`src/rtl/ram_2r1w_clr_pkg.sv`:
```
// ram_pkg: shared helpers for the two-read/one-write clearable RAM.
//   lane_width(width, lanes) : bits per write-mask lane
//   merge(old, new, bits)    : bitwise mask merge on a MaxWidth-wide carrier;
//                              callers size-cast operands in and the result out
//   state_t                  : clear sequencer state (IDLE=0, CLEAR=1)
package ram_pkg;

  // Upper bound on the word width the merge helper can carry.
  localparam int unsigned MaxWidth = 256;

  typedef enum logic {
    ST_IDLE  = 1'b0,
    ST_CLEAR = 1'b1
  } state_t;

  function automatic int unsigned lane_width(input int unsigned width,
                                             input int unsigned lanes);
    if (lanes == 32'd0) begin
      return 32'd0;
    end else begin
      return width / lanes;
    end
  endfunction

  // Bits set in bit_mask come from new_word, the rest keep old_word.
  function automatic logic [MaxWidth-1:0] merge(input logic [MaxWidth-1:0] old_word,
                                                input logic [MaxWidth-1:0] new_word,
                                                input logic [MaxWidth-1:0] bit_mask);
    return (old_word & ~bit_mask) | (new_word & bit_mask);
  endfunction

endpackage

```
`src/rtl/ram_2r1w_clr_word_masked.sv`:
```
// word_masked: one storage word split into independently enabled lanes.
//   clk  : rising-edge clock
//   rst  : asynchronous active-low reset, clears the word to 0
//   en   : per-lane load enable
//   d    : write data
//   q    : stored word
module word_masked
  import ram_pkg::*;
#(
  parameter int unsigned Width = 8,
  parameter int unsigned Lanes = 1
) (
  input  logic             clk,
  input  logic             rst,
  input  logic [Lanes-1:0] en,
  input  logic [Width-1:0] d,
  output logic [Width-1:0] q
);

  localparam int unsigned LaneW = lane_width(Width, Lanes);

  for (genvar l = 0; l < Lanes; l++) begin : g_lane
    logic [LaneW-1:0] lane_r;

    // Lane storage: loads its slice of d only when its enable is set
    always_ff @(posedge clk or negedge rst) begin
      if (!rst) begin
        lane_r <= {LaneW{1'b0}};
      end else if (en[l]) begin
        lane_r <= d[l*LaneW +: LaneW];
      end
    end

    assign q[l*LaneW +: LaneW] = lane_r;
  end

endmodule

```
`src/rtl/ram_2r1w_clr.sv`:
```
// ram_2r1w_clr: register file with one lane-masked write port, two registered
// read ports with write-first forwarding, and a built-in clear sweep.
//   clk, rst           : clock, asynchronous active-low reset
//   clr / busy         : start clear sweep (taken in IDLE) / sweep running
//   we, waddr, wmask, D: host write (ignored during the sweep)
//   re_a/raddr_a -> Qa, va : read port A, one-cycle latency
//   re_b/raddr_b -> Qb, vb : read port B, one-cycle latency
module ram_2r1w_clr
  import ram_pkg::*;
#(
  parameter int unsigned Width       = 8,
  parameter int unsigned AddressSize = 4,
  parameter int unsigned Lanes       = 1
) (
  input  logic                   clk,
  input  logic                   rst,
  input  logic                   clr,
  output logic                   busy,
  input  logic                   we,
  input  logic [AddressSize-1:0] waddr,
  input  logic [Lanes-1:0]       wmask,
  input  logic [Width-1:0]       D,
  input  logic                   re_a,
  input  logic                   re_b,
  input  logic [AddressSize-1:0] raddr_a,
  input  logic [AddressSize-1:0] raddr_b,
  output logic [Width-1:0]       Qa,
  output logic [Width-1:0]       Qb,
  output logic                   va,
  output logic                   vb
);

  localparam int unsigned Depth = 2**AddressSize;
  localparam int unsigned LaneW = lane_width(Width, Lanes);

  if ((Width % Lanes) != 32'd0) begin : g_bad_lanes
    $error("ram_2r1w_clr: Width must be a multiple of Lanes");
  end
  if (Width > MaxWidth) begin : g_bad_width
    $error("ram_2r1w_clr: Width exceeds ram_pkg::MaxWidth");
  end

  state_t                 state_r;
  state_t                 state_nxt_s;
  logic [AddressSize-1:0] cnt_r;
  logic [AddressSize-1:0] cnt_nxt_s;

  // Effective write: either the host write or the sweep's zero write.
  logic [AddressSize-1:0] wr_addr_s;
  logic [Width-1:0]       wr_data_s;
  logic [Lanes-1:0]       wr_lanes_s;
  logic [Width-1:0]       wr_bits_s;

  logic [Lanes-1:0]       word_en_s [Depth];
  logic [Width-1:0]       mem_s     [Depth];

  logic [Width-1:0]       rd_a_s;
  logic [Width-1:0]       rd_b_s;
  logic [Width-1:0]       qa_r;
  logic [Width-1:0]       qb_r;
  logic                   va_r;
  logic                   vb_r;

  // Select the write source; clr in IDLE suppresses the host write
  always_comb begin
    wr_addr_s  = waddr;
    wr_data_s  = D;
    wr_lanes_s = {Lanes{1'b0}};
    case (state_r)
      ST_IDLE: begin
        if (we && !clr) begin
          wr_lanes_s = wmask;
        end else begin
          wr_lanes_s = {Lanes{1'b0}};
        end
      end
      ST_CLEAR: begin
        wr_addr_s  = cnt_r;
        wr_data_s  = {Width{1'b0}};
        wr_lanes_s = {Lanes{1'b1}};
      end
      default: begin
        wr_lanes_s = {Lanes{1'b0}};
      end
    endcase
  end

  for (genvar l = 0; l < Lanes; l++) begin : g_bits
    assign wr_bits_s[l*LaneW +: LaneW] = {LaneW{wr_lanes_s[l]}};
  end

  // One-hot word decode gated by the effective lane enables.
  for (genvar k = 0; k < Depth; k++) begin : g_word
    assign word_en_s[k] = (wr_addr_s == AddressSize'(k)) ? wr_lanes_s : {Lanes{1'b0}};

    word_masked #(
      .Width (Width),
      .Lanes (Lanes)
    ) u_word (
      .clk (clk),
      .rst (rst),
      .en  (word_en_s[k]),
      .d   (wr_data_s),
      .q   (mem_s[k])
    );
  end

  // Read data with write-first forwarding of the word being written this cycle
  always_comb begin
    rd_a_s = mem_s[raddr_a];
    rd_b_s = mem_s[raddr_b];
    if (raddr_a == wr_addr_s) begin
      rd_a_s = Width'(merge(MaxWidth'(mem_s[raddr_a]), MaxWidth'(wr_data_s), MaxWidth'(wr_bits_s)));
    end else begin
      rd_a_s = mem_s[raddr_a];
    end
    if (raddr_b == wr_addr_s) begin
      rd_b_s = Width'(merge(MaxWidth'(mem_s[raddr_b]), MaxWidth'(wr_data_s), MaxWidth'(wr_bits_s)));
    end else begin
      rd_b_s = mem_s[raddr_b];
    end
  end

  // Read registers: Q holds when not reading, valid pulses for one cycle
  always_ff @(posedge clk or negedge rst) begin
    if (!rst) begin
      qa_r <= {Width{1'b0}};
      qb_r <= {Width{1'b0}};
      va_r <= 1'b0;
      vb_r <= 1'b0;
    end else begin
      va_r <= re_a;
      vb_r <= re_b;
      if (re_a) begin
        qa_r <= rd_a_s;
      end
      if (re_b) begin
        qb_r <= rd_b_s;
      end
    end
  end

  // Sweep sequencer next state: one word per cycle, leaves after the last word
  always_comb begin
    state_nxt_s = state_r;
    cnt_nxt_s   = cnt_r;
    case (state_r)
      ST_IDLE: begin
        if (clr) begin
          state_nxt_s = ST_CLEAR;
          cnt_nxt_s   = {AddressSize{1'b0}};
        end else begin
          state_nxt_s = ST_IDLE;
        end
      end
      ST_CLEAR: begin
        // Counter wraps to 0 on the final word.
        cnt_nxt_s = cnt_r + AddressSize'(1'b1);
        if (cnt_r == {AddressSize{1'b1}}) begin
          state_nxt_s = ST_IDLE;
        end else begin
          state_nxt_s = ST_CLEAR;
        end
      end
      default: begin
        state_nxt_s = ST_IDLE;
        cnt_nxt_s   = {AddressSize{1'b0}};
      end
    endcase
  end

  // Sweep sequencer state register
  always_ff @(posedge clk or negedge rst) begin
    if (!rst) begin
      state_r <= ST_IDLE;
      cnt_r   <= {AddressSize{1'b0}};
    end else begin
      state_r <= state_nxt_s;
      cnt_r   <= cnt_nxt_s;
    end
  end

  assign busy = (state_r == ST_CLEAR);
  assign Qa   = qa_r;
  assign Qb   = qb_r;
  assign va   = va_r;
  assign vb   = vb_r;

endmodule

```
`config.mk`:
```
export PLATFORM = sky130hd
export DESIGN_NAME = ram_2r1w_clr
export DESIGN_NICKNAME = d
export VERILOG_FILES = /design/src/rtl/ram_2r1w_clr_pkg.sv /design/src/rtl/ram_2r1w_clr_word_masked.sv /design/src/rtl/ram_2r1w_clr.sv
export SDC_FILE = /design/constraint.sdc
export NUM_CORES = 1
export LEC_CHECK = 0
export ABC_AREA = 0
export CAP_MARGIN = 25
export CORE_MARGIN = 2
export CORE_UTILIZATION = 55
export CTS_CLUSTER_SIZE = 8
export DETAILED_ROUTE_END_ITERATION = 10
export PLACE_DENSITY = 0.74
export SKIP_LAST_GASP = 1
export SLEW_MARGIN = 40
export SYNTH_ARGS = -nofsm -noshare
export SYNTH_HDL_FRONTEND = slang
export SYNTH_SLANG_ARGS = --single-unit
export TNS_END_PERCENT = 5
```
`constraint.sdc`:
```
create_clock -name clk -period 5 [get_ports clk]
set_input_delay 1 -clock clk [delete_from_list [all_inputs] [get_ports clk]]
set_output_delay 1 -clock clk [all_outputs]
set_load 0.03 [all_outputs]
```
; Yosys cells after proc, flatten, opt, wreduce, memory -nomap -nowiden
; Cells that the tools add are included.
[totals]
ff_bits = 151
input_bits = 27
output_inout_bits = 19
elab_cells = 89
[classes]
n_addsub = 1
n_lt_le_gt_ge = 2
eq_ne = 19
mux = 33
n_bitwise = 9
reduce_logical = 3
[ops]
columns = cell, n
row1 = $bmux W8 S4, 2
row2 = $mux W8, 7
row3 = $eq A4 B4 Y1 const B, 9
row4 = $and A8 B8 Y8, 3
row5 = $mux W1, 19
row6 = $eq A4 B3 Y1 const B, 4
row7 = $or A8 B8 Y8, 2
row8 = $ge A5 B5 Y1 const B, 2
row9 = $not A4 Y5, 2
row10 = $eq A4 B2 Y1 const B, 2
row11 = $eq A4 B4 Y1, 2
row12 = $mux W4, 2
row13 = $not A8 Y8, 1
row14 = $pmux W4 S2, 1
row15 = $add A4 B1 Y4 const B, 1
row16 = $eq A4 B1 Y1 const B, 1
row17 = $logic_not A4 Y1, 1
row18 = $pmux W1 S2, 2
row19 = $ne A2 B2 Y1 const B, 1
row20 = $logic_and A1 B1 Y1, 1
row21 = $logic_not A1 Y1, 1
row22 = $not A1 Y1, 1

; Logic depth before layout (Yosys ltp)
; Gate-level depths: netlist of run 1.
[depth]
depth_word = 8
mapped_depth = 8
ltp_nobuf = 5

; Modules after synthesis
; Synthesis of run 1 repeated with hierarchy kept, for this count alone.
[unflattened]
cells_unflattened = 617
area_unflattened_um2 = 8797.2
[modules_own_cells]
columns = mod, n_inst, cells_per_inst, area_per_inst_um2, seq_area_each_um2
row1 = word_masked, 16, 17, 331.6, 200.2
row2 = ram_2r1w_clr, 1, 345, 3492.1, 575.6

; Least setup slack after synthesis of run 1
; No wires, ideal clock.
[synth_path]
kind = input to register
startpoint = in raddr_b[0]
endpoint = reg qb_r[6] (netlist: Qb[6])
setup_ns = 0.126
arrival_time_ns = 2.678
t_required_ns = 4.874
slack_ns = 2.196
stages = 6
n_path_buf = 2
path_cell_list = clkbuf_1 -> buf_2 -> mux4_2 -> a221oi_1 -> a211oi_1 -> a221o_1
[synth_between]
elab_chain_len = 7
elab_cells_between_ends = 8
classes_between = eq/ne: 1 / mux: 4 / bitwise: 3
[synth_lines]
columns = item, line_no
row1 = start: declaration, ram_2r1w_clr.sv:26  ; input logic [AddressSize-1:0] raddr_b,
row2 = $not A4 Y5 (implied by the code), "ram_2r1w_clr.sv:118, ram_2r1w_clr.sv:120"
row3 = $bmux W8 S4, "ram_2r1w_clr.sv:118, ram_2r1w_clr.sv:120"
row4 = $mux W8 (implied by the code) (2 in series), "ram_2r1w_clr.sv:118, ram_2r1w_clr.sv:120"
row5 = $and A8 B8 Y8, ram_2r1w_clr_pkg.sv:29  ; return (old_word & ~bit_mask) | (new_word & bit_mask);
row6 = $or A8 B8 Y8, ram_2r1w_clr_pkg.sv:29
row7 = $mux W8 *, ram_2r1w_clr.sv:117  ; if (raddr_b == wr_addr_s) begin
row8 = end signal: assignment, ram_2r1w_clr.sv:128  ; qb_r <= {Width{1'b0}};
row9 = end signal: assignment, ram_2r1w_clr.sv:138  ; qb_r <= rd_b_s;
row10 = end: declaration, ram_2r1w_clr.sv:60  ; logic [Width-1:0] qb_r;
; Mark *: on every way between the ends. The rest lies on a longest branch, timed or not. The select of a mux whose other input is x is not followed.
; A chain may end at the register's enable or synchronous reset.

; Worst setup path after layout of run 1
[layout_path]
startpoint = reg state_r (netlist: busy)
endpoint = out busy
[layout_lines]
columns = item, line_no
row1 = start: declaration, ram_2r1w_clr.sv:43  ; state_t state_r;
row2 = start signal: assignment, ram_2r1w_clr.sv:178  ; state_r <= state_nxt_s;
row3 = end: declaration, ram_2r1w_clr.sv:18  ; output logic busy,
; No word-level cell between the ends.

==> flow_summary.yaml, run 1 <==
synthesis:
  synth_area_leaders: "dfrtp_1 47%, mux4_2 18%, mux2_2 13%"
  avgSynthCellArea_um2: 14.0
  yosysTopAreaCellShare_pct: 47.2
  synth_edf_count: 0
  yosysTopAreaCell: "dfrtp_1"
  synth_cells: 570
  synth_fp_nets: 598
  synthFlopType: "dfrtp_1"
  ys_seq_elements: 151
  synth.distinct_cells: 35
  async_flop_share_pct: 100
  netlist_area_mm2: 0.00800
  yosys_warnings: 0
  synth_seq_area_share_pct: 47.2
sta:
  fin_crit_sh_pct: 60.8
  hold_viol_final: 0
  max_freq_mhz: 329
  fin_setup_tns_ps: 0
  fin_worst_skew_ps: 5.68
  rsz0062_at_grt: "false"
  worst-slew-pin-transition_ps: 823
  timing.hold.ws_ps: 525
  relSlewSlack_pct: 45.0
  finalCriticalPeriod_ps: 3040
  setup_violations: 0
  finalMaxSlewViolations: 0
route:
  ant_nets: 0
  first_pass_iters: 5
  drt_iter0_markers: 516
  vias: 5342
  wirelength_mm: 20.4
  post_drt_wl_per_cell_um: 25.7
  drc_errors: 0
  viasPerCell: 6.74
worst_setup_path:
  crit_buf_inv: 1
  cpPeakStageDelay_ps: 810
  path_max_fanout: 31
  worstPathCellList: "clkdlybuf4s50_1"
  crit_slowest_cell: "dfrtp_2"
  worstPathArrival_ps: 2040
  crit_family: "flip-flops"
  startpoint_type: "flop"
  crit_type: "flop to primary output"
  cp-end-kind: "primary output"
  cp.required_ps: 4000
placed_design:
  port_buffers: 45
  gp_congestion: 0.842
  placed_cell_area_mm2: 0.00858
  dp_hpwl_mm: 13.2
run:
  cap_violations: 0
pwr:
  seqPwrFrac_pct: 40.3
  peakVddDrop_mv: 0.339
  switchingPower_mw: 1.88
  p_comb_share_pct: 35.1
  p_leak_nw: 4.19
  switching_share_pct: 34.0
  total_power_mw: 5.52
  p_int_mw: 3.64
  p_per_area_mw_per_mm2: 600
  clkPwrFrac_pct: 24.6
min_path:
  hold_class: "flop to flop"
die:
  chipWidth_um: 125
  num_rows: 44
  initial_core_util_pct: 55.7
  fp.dieH_um: 125
  fp.coreArea_mm2: 0.0144
  die_area_mm2: 0.0155
  io_pins: 46
cells_and_area:
  layout-drive-gt1-share_pct: 34.5
  final_cell_area_mm2: 0.00920
  area_growth_syn_to_layout_pct: 15.0
  post-route-util_pct: 64.0
  mostFrequentLayoutCells: "150 x dfrtp_1, 92 x mux2_2, 64 x mux4_2"
  final_common_cell: "dfrtp_1"
  nets: 623
  n_antenna_cell: 0
clock_network:
  cts_root_buf: "clkbuf_16"
  postCtsHoldBufs: 0
  cts.sinks: 151
  numCtsBuffers: 17
  clock_latency_ps: 430
  clk_pin_slew_ps: 60
  ctsResizeCount: 0
  cts_setup_buffers: 0
  cts_buffer_depth: 2
  cts-htree-levels: 4
  cts_tree: "built"
outcome:
  status: "completed"
global_routing:
  grt_usage_pct: 27.5
  grt_pass1_vias: 5492
  grt_pass1_wl_mm: 32.1
  grt_antenna_before_repair: 0
  grt_overflow_total: 0
  grt_max_degree: 70
-- flip-flops by register name, indices dropped and copies added, names as in the netlist --
register / count
vb: 1
Qa: 8
g_word.u_word.q: 128
busy: 1
cnt_r: 4
va: 1
Qb: 8
-- synth_stat cells, types with 9 or more instances --
| master | instances |
|---|---|
| buf_2 | 11 |
| nand2_1 | 33 |
| clkbuf_1 | 32 |
| inv_1 | 20 |
| mux2_2 | 92 |
| a22oi_1 | 29 |
| nor2b_1 | 22 |
| mux4_2 | 64 |
| mux2_1 | 36 |
| dfrtp_1 | 151 |
| nor2_1 | 9 |
-- kinds of logic after synthesis --
kind of cell	count (synthesis)	synth area share (%)
compound gates	68	6.85
xor+xnor	10	1.09
fa+ha+maj	1	0.156
buf+inv	68	3.41
flops	151	47.2
mux	196	36.7
simple gates	76	4.61
-- metrics by stage --
step	std cells	worst slack, ps
6_report	792	1960
5_1_grt	792	1890
4_1_cts	792	1950
3_5_place_dp	760	1710
3_3_place_gp	760	1650
2_1_floorplan	570	2200
-- power groups by stage --
stage / registers, mW / logic (mW) / clock network (mW)
after floorplan: 2.13 / 1.38 / 0
after global placement: 2.17 / 1.86 / 0
after detailed placement: 2.21 / 1.92 / 0
after CTS: 2.20 / 1.94 / 1.37
after global routing: 2.28 / 2.06 / 1.42
final: 2.22 / 1.94 / 1.36
-- worst paths after layout --
kind	end	slack, ps	from	depth (start not counted)
worst max-delay path	busy	1960	busy$_DFF_PN0_	1
min in group asynchronous	g_word[1].u_word.q[3]$_DFFE_PN0P_	550	rst	1
worst min-delay path	g_word[1].u_word.q[5]$_DFFE_PN0P_	520	g_word[1].u_word.q[5]$_DFFE_PN0P_	1
max in group asynchronous	g_word[12].u_word.q[0]$_DFFE_PN0P_	3380	rst	2
worst max register to register	Qa[7]$_DFFE_PN0P_	2220	busy$_DFF_PN0_	5
worst min register to register	g_word[1].u_word.q[5]$_DFFE_PN0P_	520	g_word[1].u_word.q[5]$_DFFE_PN0P_	1
-- layer usage --
metal	global-route usage, %	wire length (um)	vias to the layer above	part of all wire [%]
met5	0	0	-	0
met4	11.2	616	0	3.0
met3	5.93	1650	56	8.1
met2	43.6	10100	292	49
met1	37.3	8030	2775	39
li1	-	-	2219	-
-- layout make-up --
class	count	area, um^2
Timing Repair Buffer	54	514
Inverter	20	75.1
Clock buffer	21	450
Multi-Input combinational cell	351	3980
Clock inverter	11	173
Fill cell	1026	5170
Sequential cell	151	3780
Tap cell	184	230
(Power assumes the default switching activity.)
==> run 2, diff against run 1 <==
--- a/config.mk
+++ b/config.mk
@@ -8,10 +8,10 @@
 export ABC_AREA = 0
 export CAP_MARGIN = 25
 export CORE_MARGIN = 2
-export CORE_UTILIZATION = 55
+export CORE_UTILIZATION = 54
 export CTS_CLUSTER_SIZE = 8
 export DETAILED_ROUTE_END_ITERATION = 10
-export PLACE_DENSITY = 0.74
+export PLACE_DENSITY = 0.76
 export SKIP_LAST_GASP = 1
 export SLEW_MARGIN = 40
 export SYNTH_ARGS = -nofsm -noshare
==> constraint.sdc (replaced) <==
create_clock -name clk -period 2.5 [get_ports clk]
set_input_delay 0.5 -clock clk [delete_from_list [all_inputs] [get_ports clk]]
set_output_delay 0.5 -clock clk [all_outputs]
set_load 0.03 [all_outputs]
==> flow_summary.yaml, run 2 (synthesized netlist as in run 1, its figures left out) <==
pwr:
  p_per_area_mw_per_mm2: 1170
  p_leak_nw: 4.45
  p_comb_share_pct: 38.5
  seqPwrFrac_pct: 39.0
  clkPwrFrac_pct: 22.5
  switching_share_pct: 34.9
  peakVddDrop_mv: 0.645
  p_int_mw: 7.38
  switchingPower_mw: 3.95
worst_setup_path:
  crit_type: "flop to flop"
  cp-end-kind: "flop"
  cp.required_ps: 2830
  cpPeakStageDelay_ps: 640
  path_max_fanout: 12
  crit_slowest_cell: "dfrtp_1"
  startpoint_type: "flop"
  worstPathCellList: "mux2i_4 > xnor2_1 > or3_1 > or3_1 > o221ai_1"
  worstPathArrival_ps: 2710
  cpMostUsedCell: "or3_1"
global_routing:
  grt_max_degree: 64
  grt_overflow_total: 0
  grt_antenna_before_repair: 0
  grt_pass1_vias: 5910
  grt_usage_pct: 29.0
  grt_pass1_wl_mm: 34.5
die:
  die_area_mm2: 0.0158
  chipWidth_um: 126
  num_rows: 44
  fp.dieH_um: 126
  fp.coreArea_mm2: 0.0145
  io_pins: 46
  initial_core_util_pct: 55.1
route:
  maxUsedRoutingLayer: "met4"
  wl_met3_mm: 1.64
  post_drt_wl_per_cell_um: 25.7
  first_pass_iters: 7
  drc_errors: 0
  met1_length_mm: 8.84
  viasPerCell: 6.72
  drt_iter0_markers: 733
  vias: 5625
  wirelength_mm: 21.5
  ant_nets: 0
  wl_met2_mm: 10.4
cells_and_area:
  post-route-util_pct: 66.3
  multi_input_area_mm2: 0.00396
  n_antenna_cell: 0
  mostFrequentLayoutCells: "151 x dfrtp_1, 92 x mux2_2, 64 x mux4_2"
  nets: 668
  fin_cells: 837
  final_common_cell: "dfrtp_1"
  fillers: 1017
  largest_reg_flops: 128
  area_growth_syn_to_layout_pct: 20.4
  regArea_mm2: 0.00378
  layout-drive-gt1-share_pct: 37.8
clock_network:
  postCtsHoldBufs: 0
  ctsResizeCount: 0
  cts_tree: "built"
  numCtsBuffers: 17
  cts_root_buf: "clkbuf_16"
  cts_buffer_depth: 2
  cts-htree-levels: 4
  cts_setup_buffers: 0
  clock_latency_ps: 430
  cts.sinks: 151
  clk_pin_slew_ps: 60
sta:
  worst-slew-pin-transition_ps: 816
  max_freq_mhz: 419
  relSlewSlack_pct: 45.6
  setup_violations: 0
  fin_worst_skew_ps: 14.2
  fin_crit_sh_pct: 95.5
  rsz0062_at_grt: "false"
  finalMaxSlewViolations: 0
  hold_viol_final: 0
  fin_setup_tns_ps: 0
  finalCriticalPeriod_ps: 2390
  timing.hold.ws_ps: 67.2
placed_design:
  dp_hpwl_mm: 14.6
  dp.cells: 805
  gp_congestion: 0.893
  port_buffers: 45
min_path:
  hold_class: "input port to asynchronous set/reset pin"
outcome:
  status: "completed"
run:
  cap_violations: 0
## run 2: path summary, 6_finish.rpt
kind                                               startpoint                            endpoint  slack (ps)  cells after the start
min                                                       rst   g_word[0].u_word.q[0]$_DFFE_PN0P_          70                      1
min reg2reg                g_word[12].u_word.q[1]$_DFFE_PN0P_  g_word[12].u_word.q[1]$_DFFE_PN0P_         520                      1
min in group clk           g_word[12].u_word.q[1]$_DFFE_PN0P_  g_word[12].u_word.q[1]$_DFFE_PN0P_         520                      1
max reg2reg                                    busy$_DFF_PN0_                   Qa[0]$_DFFE_PN0P_         110                      5
max in group asynchronous                                 rst   g_word[3].u_word.q[0]$_DFFE_PN0P_        1680                      2
max                                            busy$_DFF_PN0_                   Qa[0]$_DFFE_PN0P_         110                      5
## run 2: cell type report
class | count | share of cell area (%)
clock buffers | 21 | 4.98
repair buffers | 99 | 10.5
inverters | 20 | 0.779
multi-input cells | 351 | 41.0
flip-flops and latches | 151 | 39.2
well taps | 184 | 2.39
clock inverters | 11 | 1.16
## run 2: power by group through the flow
| stage | clock network [mW] | logic [mW] | registers, mW |
|---|---|---|---|
| floorplan | 0 | 2.77 | 4.25 |
| global placement | 0 | 4.16 | 4.30 |
| CTS | 2.57 | 4.33 | 4.38 |
| global route | 2.67 | 4.63 | 4.55 |
| finish | 2.55 | 4.36 | 4.41 |
| detailed placement | 0 | 4.30 | 4.39 |
## run 2: routing by layer
layer | GRT usage [%] | up-vias
met4 | 12.0 | 0
met2 | 45.9 | 296
li1 | - | 2324
met5 | 0 | -
met3 | 6.46 | 62
met1 | 39.4 | 2943
## run 2: worst max-delay path, delay by kind of cell, from the launching register on
| family | cells | cell delay [ps] |
|---|---|---|
| AND/OR/NAND/NOR | 2 | 920 |
| flip-flops | 1 | 640 |
| multiplexers | 1 | 380 |
| AO/OA/AOI/OAI | 1 | 240 |
| XOR/XNOR | 1 | 100 |
## run 2: metrics by stage
| step | area (um^2) | power (mW) | worst slack [ps] |
|---|---|---|---|
| 6_report | 9640 | 11.3 | 113 |
| 3_5_place_dp | 9050 | 8.69 | 2.22 |
| 2_1_floorplan | 8000 | 7.02 | 196 |
| 5_1_grt | 9640 | 11.9 | 30.2 |
| 4_1_cts | 9640 | 11.3 | 143 |
| 3_3_place_gp | 9050 | 8.46 | 72.3 |
==> run 3, diff against run 2 <==
--- a/config.mk
+++ b/config.mk
@@ -6,11 +6,13 @@
 export NUM_CORES = 1
 export LEC_CHECK = 0
 export ABC_AREA = 0
+export ABC_CLOCK_PERIOD_IN_PS = 2500
 export CAP_MARGIN = 25
 export CORE_MARGIN = 2
 export CORE_UTILIZATION = 54
 export CTS_CLUSTER_SIZE = 8
 export DETAILED_ROUTE_END_ITERATION = 10
+export GPL_TIMING_DRIVEN = 0
 export PLACE_DENSITY = 0.76
 export SKIP_LAST_GASP = 1
 export SLEW_MARGIN = 40
==> constraint.sdc (replaced) <==
create_clock -name clk -period 2.5 [get_ports clk]
set_input_delay 0.5 -clock clk [delete_from_list [all_inputs] [get_ports clk]]
set_output_delay 0.5 -clock clk [all_outputs]
set_load 0.05 [all_outputs]
==> flow_summary.yaml, run 3 (synthesized netlist as in run 1, its figures left out) <==
outcome:
  status: "completed"
die:
  fp.dieH_um: 126
  chipWidth_um: 126
  num_rows: 44
  fp.coreArea_mm2: 0.0145
  die_area_mm2: 0.0158
  io_pins: 46
  initial_core_util_pct: 55.1
cells_and_area:
  largest_reg_flops: 128
  post-route-util_pct: 64.4
  nets: 659
  regArea_mm2: 0.00378
  layout-drive-gt1-share_pct: 34.5
  mostFrequentLayoutCells: "151 x dfrtp_1, 92 x mux2_2, 64 x mux4_2"
  final_cell_area_mm2: 0.00936
  fin_cells: 828
  multi_input_area_mm2: 0.00402
  area_growth_syn_to_layout_pct: 16.9
  n_antenna_cell: 0
  fillers: 1068
  final_common_cell: "dfrtp_1"
worst_setup_path:
  path_max_fanout: 10
  crit_buf_inv: 3
  r2r-end: "g_word[1].u_word.q[7]$_DFFE_PN0P_"
  cp-end-kind: "flop"
  reg2reg_slack_ps: 40
  worstPathArrival_ps: 2780
  cp.required_ps: 2820
  cpPeakStageDelay_ps: 460
  startpoint_type: "flop"
  crit_type: "flop to flop"
  worstRegToRegCells: 7
  worstPathCellList: "buf_4 > buf_2 > buf_4 > nand2_1 > o32ai_2 > nand2_2 > mux2_1"
  crit_family: "buffers and inverters"
  r2r_start: "busy$_DFF_PN0_"
  crit_slowest_cell: "dfrtp_1"
  cpMostUsedCell: "buf_4"
clock_network:
  cts_buffer_depth: 2
  cts.sinks: 151
  numCtsBuffers: 17
  clock_latency_ps: 440
  cts_root_buf: "clkbuf_16"
  cts_tree: "built"
  cts-htree-levels: 4
  clk_pin_slew_ps: 60
placed_design:
  dp_hpwl_mm: 14.8
  dp.cells: 796
  port_buffers: 41
  gp_congestion: 0.874
  placed_cell_area_mm2: 0.00868
global_routing:
  grt_pass1_vias: 5930
  grt_usage_pct: 30.0
  grt_overflow_total: 0
  grt_antenna_before_repair: 0
  grt_pass1_wl_mm: 34.6
  grt_max_degree: 80
route:
  ant_nets: 0
  wl_met3_mm: 1.86
  wirelength_mm: 22.7
  post_drt_wl_per_cell_um: 27.4
  first_pass_iters: 5
  maxUsedRoutingLayer: "met4"
  vias: 5598
  drt_iter0_markers: 690
  met1_length_mm: 8.95
  drc_errors: 0
  viasPerCell: 6.76
  wl_met2_mm: 10.9
sta:
  relSlewSlack_pct: 36.7
  finalCriticalPeriod_ps: 2460
  rsz0062_at_grt: "true"
  finalMaxSlewViolations: 0
  max_freq_mhz: 406
  worst-slew-pin-transition_ps: 949
  setup_violations: 0
  fin_crit_sh_pct: 98.5
  fin_setup_tns_ps: 0
  fin_worst_skew_ps: 7.94
  timing.hold.ws_ps: 32.4
  hold_viol_final: 0
run:
  cap_violations: 0
min_path:
  hold_class: "input port to asynchronous set/reset pin"
pwr:
  peakVddDrop_mv: 0.551
  p_per_area_mw_per_mm2: 1210
  p_leak_nw: 4.25
-- run 3: changes by cell type in the layout (fill, tap and decap cells not counted), sizes merged --
cell / delta
inv: -4
clkinvlp: -1
bufinv: +1
buf: -39
clkinv: +1
clkbuf: +35
clkdlybuf4s50: -2
-- run 3: cell type report --
| class | instances | area share [%] |
|---|---|---|
| plain buffers | 48 | 2.17 |
| well taps | 184 | 2.46 |
| clock inverters | 8 | 0.989 |
| flip-flops and latches | 151 | 40.4 |
| repair buffers | 42 | 4.73 |
| clock buffers | 24 | 5.47 |
| inverters | 20 | 0.802 |
| multi-input cells | 351 | 43.0 |
-- run 3: per-layer routing --
layer  up-vias  GRT usage (%)
li1       2297              -
met1      2888           40.2
met2       336           46.8
met3        77           6.63
met4         0           15.1
met5         -              0
-- run 3: worst max-delay path by stage --
stage / start / to / slack [ps] / cells past startpoint
3_5_place_dp: raddr_b[1] / Qb[0]$_DFFE_PN0P_ / -310 / 6
6_report: busy$_DFF_PN0_ / g_word[1].u_word.q[7]$_DFFE_PN0P_ / 40 / 7
3_3_place_gp: rst / g_word[12].u_word.q[1]$_DFFE_PN0P_ / -4860 / 1
2_1_floorplan: busy$_DFF_PN0_ / g_word[1].u_word.q[7]$_DFFE_PN0P_ / 130 / 7
5_1_grt: busy$_DFF_PN0_ / g_word[1].u_word.q[7]$_DFFE_PN0P_ / -60 / 7
4_1_cts: busy$_DFF_PN0_ / g_word[0].u_word.q[1]$_DFFE_PN0P_ / -70 / 5
-- run 3: report_power, final --
group / internal, mW / switching (mW)
Sequential: 3.50 / 0.856
Clock: 1.62 / 0.989
Combinational: 2.17 / 2.23
Total: 7.29 / 4.07
-- run 3: metrics by stage --
| stage | power [mW] | worst slack, ps |
|---|---|---|
| floorplan | 7.19 | 135 |
| detailed placement | 8.54 | -313 |
| global route | 11.8 | -60.8 |
| global placement | 8.30 | -4860 |
| CTS | 11.3 | -67.6 |
| finish | 11.4 | 38.0 |
-- run 3: worst reg2reg max path, cell delays in order, from the launching register on --
cell	delay, ps
dfrtp_1	460
buf_4	280
buf_2	260
buf_4	220
nand2_1	80
o32ai_2	290
nand2_2	360
mux2_1	400
-- run 3: repair_timing --
item                                    in CTS  in global routing
buffers inserted                             0                  0
endpoints found under the setup margin     124                 72
cloned                                       0                  0
pin swaps                                    1                  0
resized for setup                           16                  4
hold buffers                                 0                  0
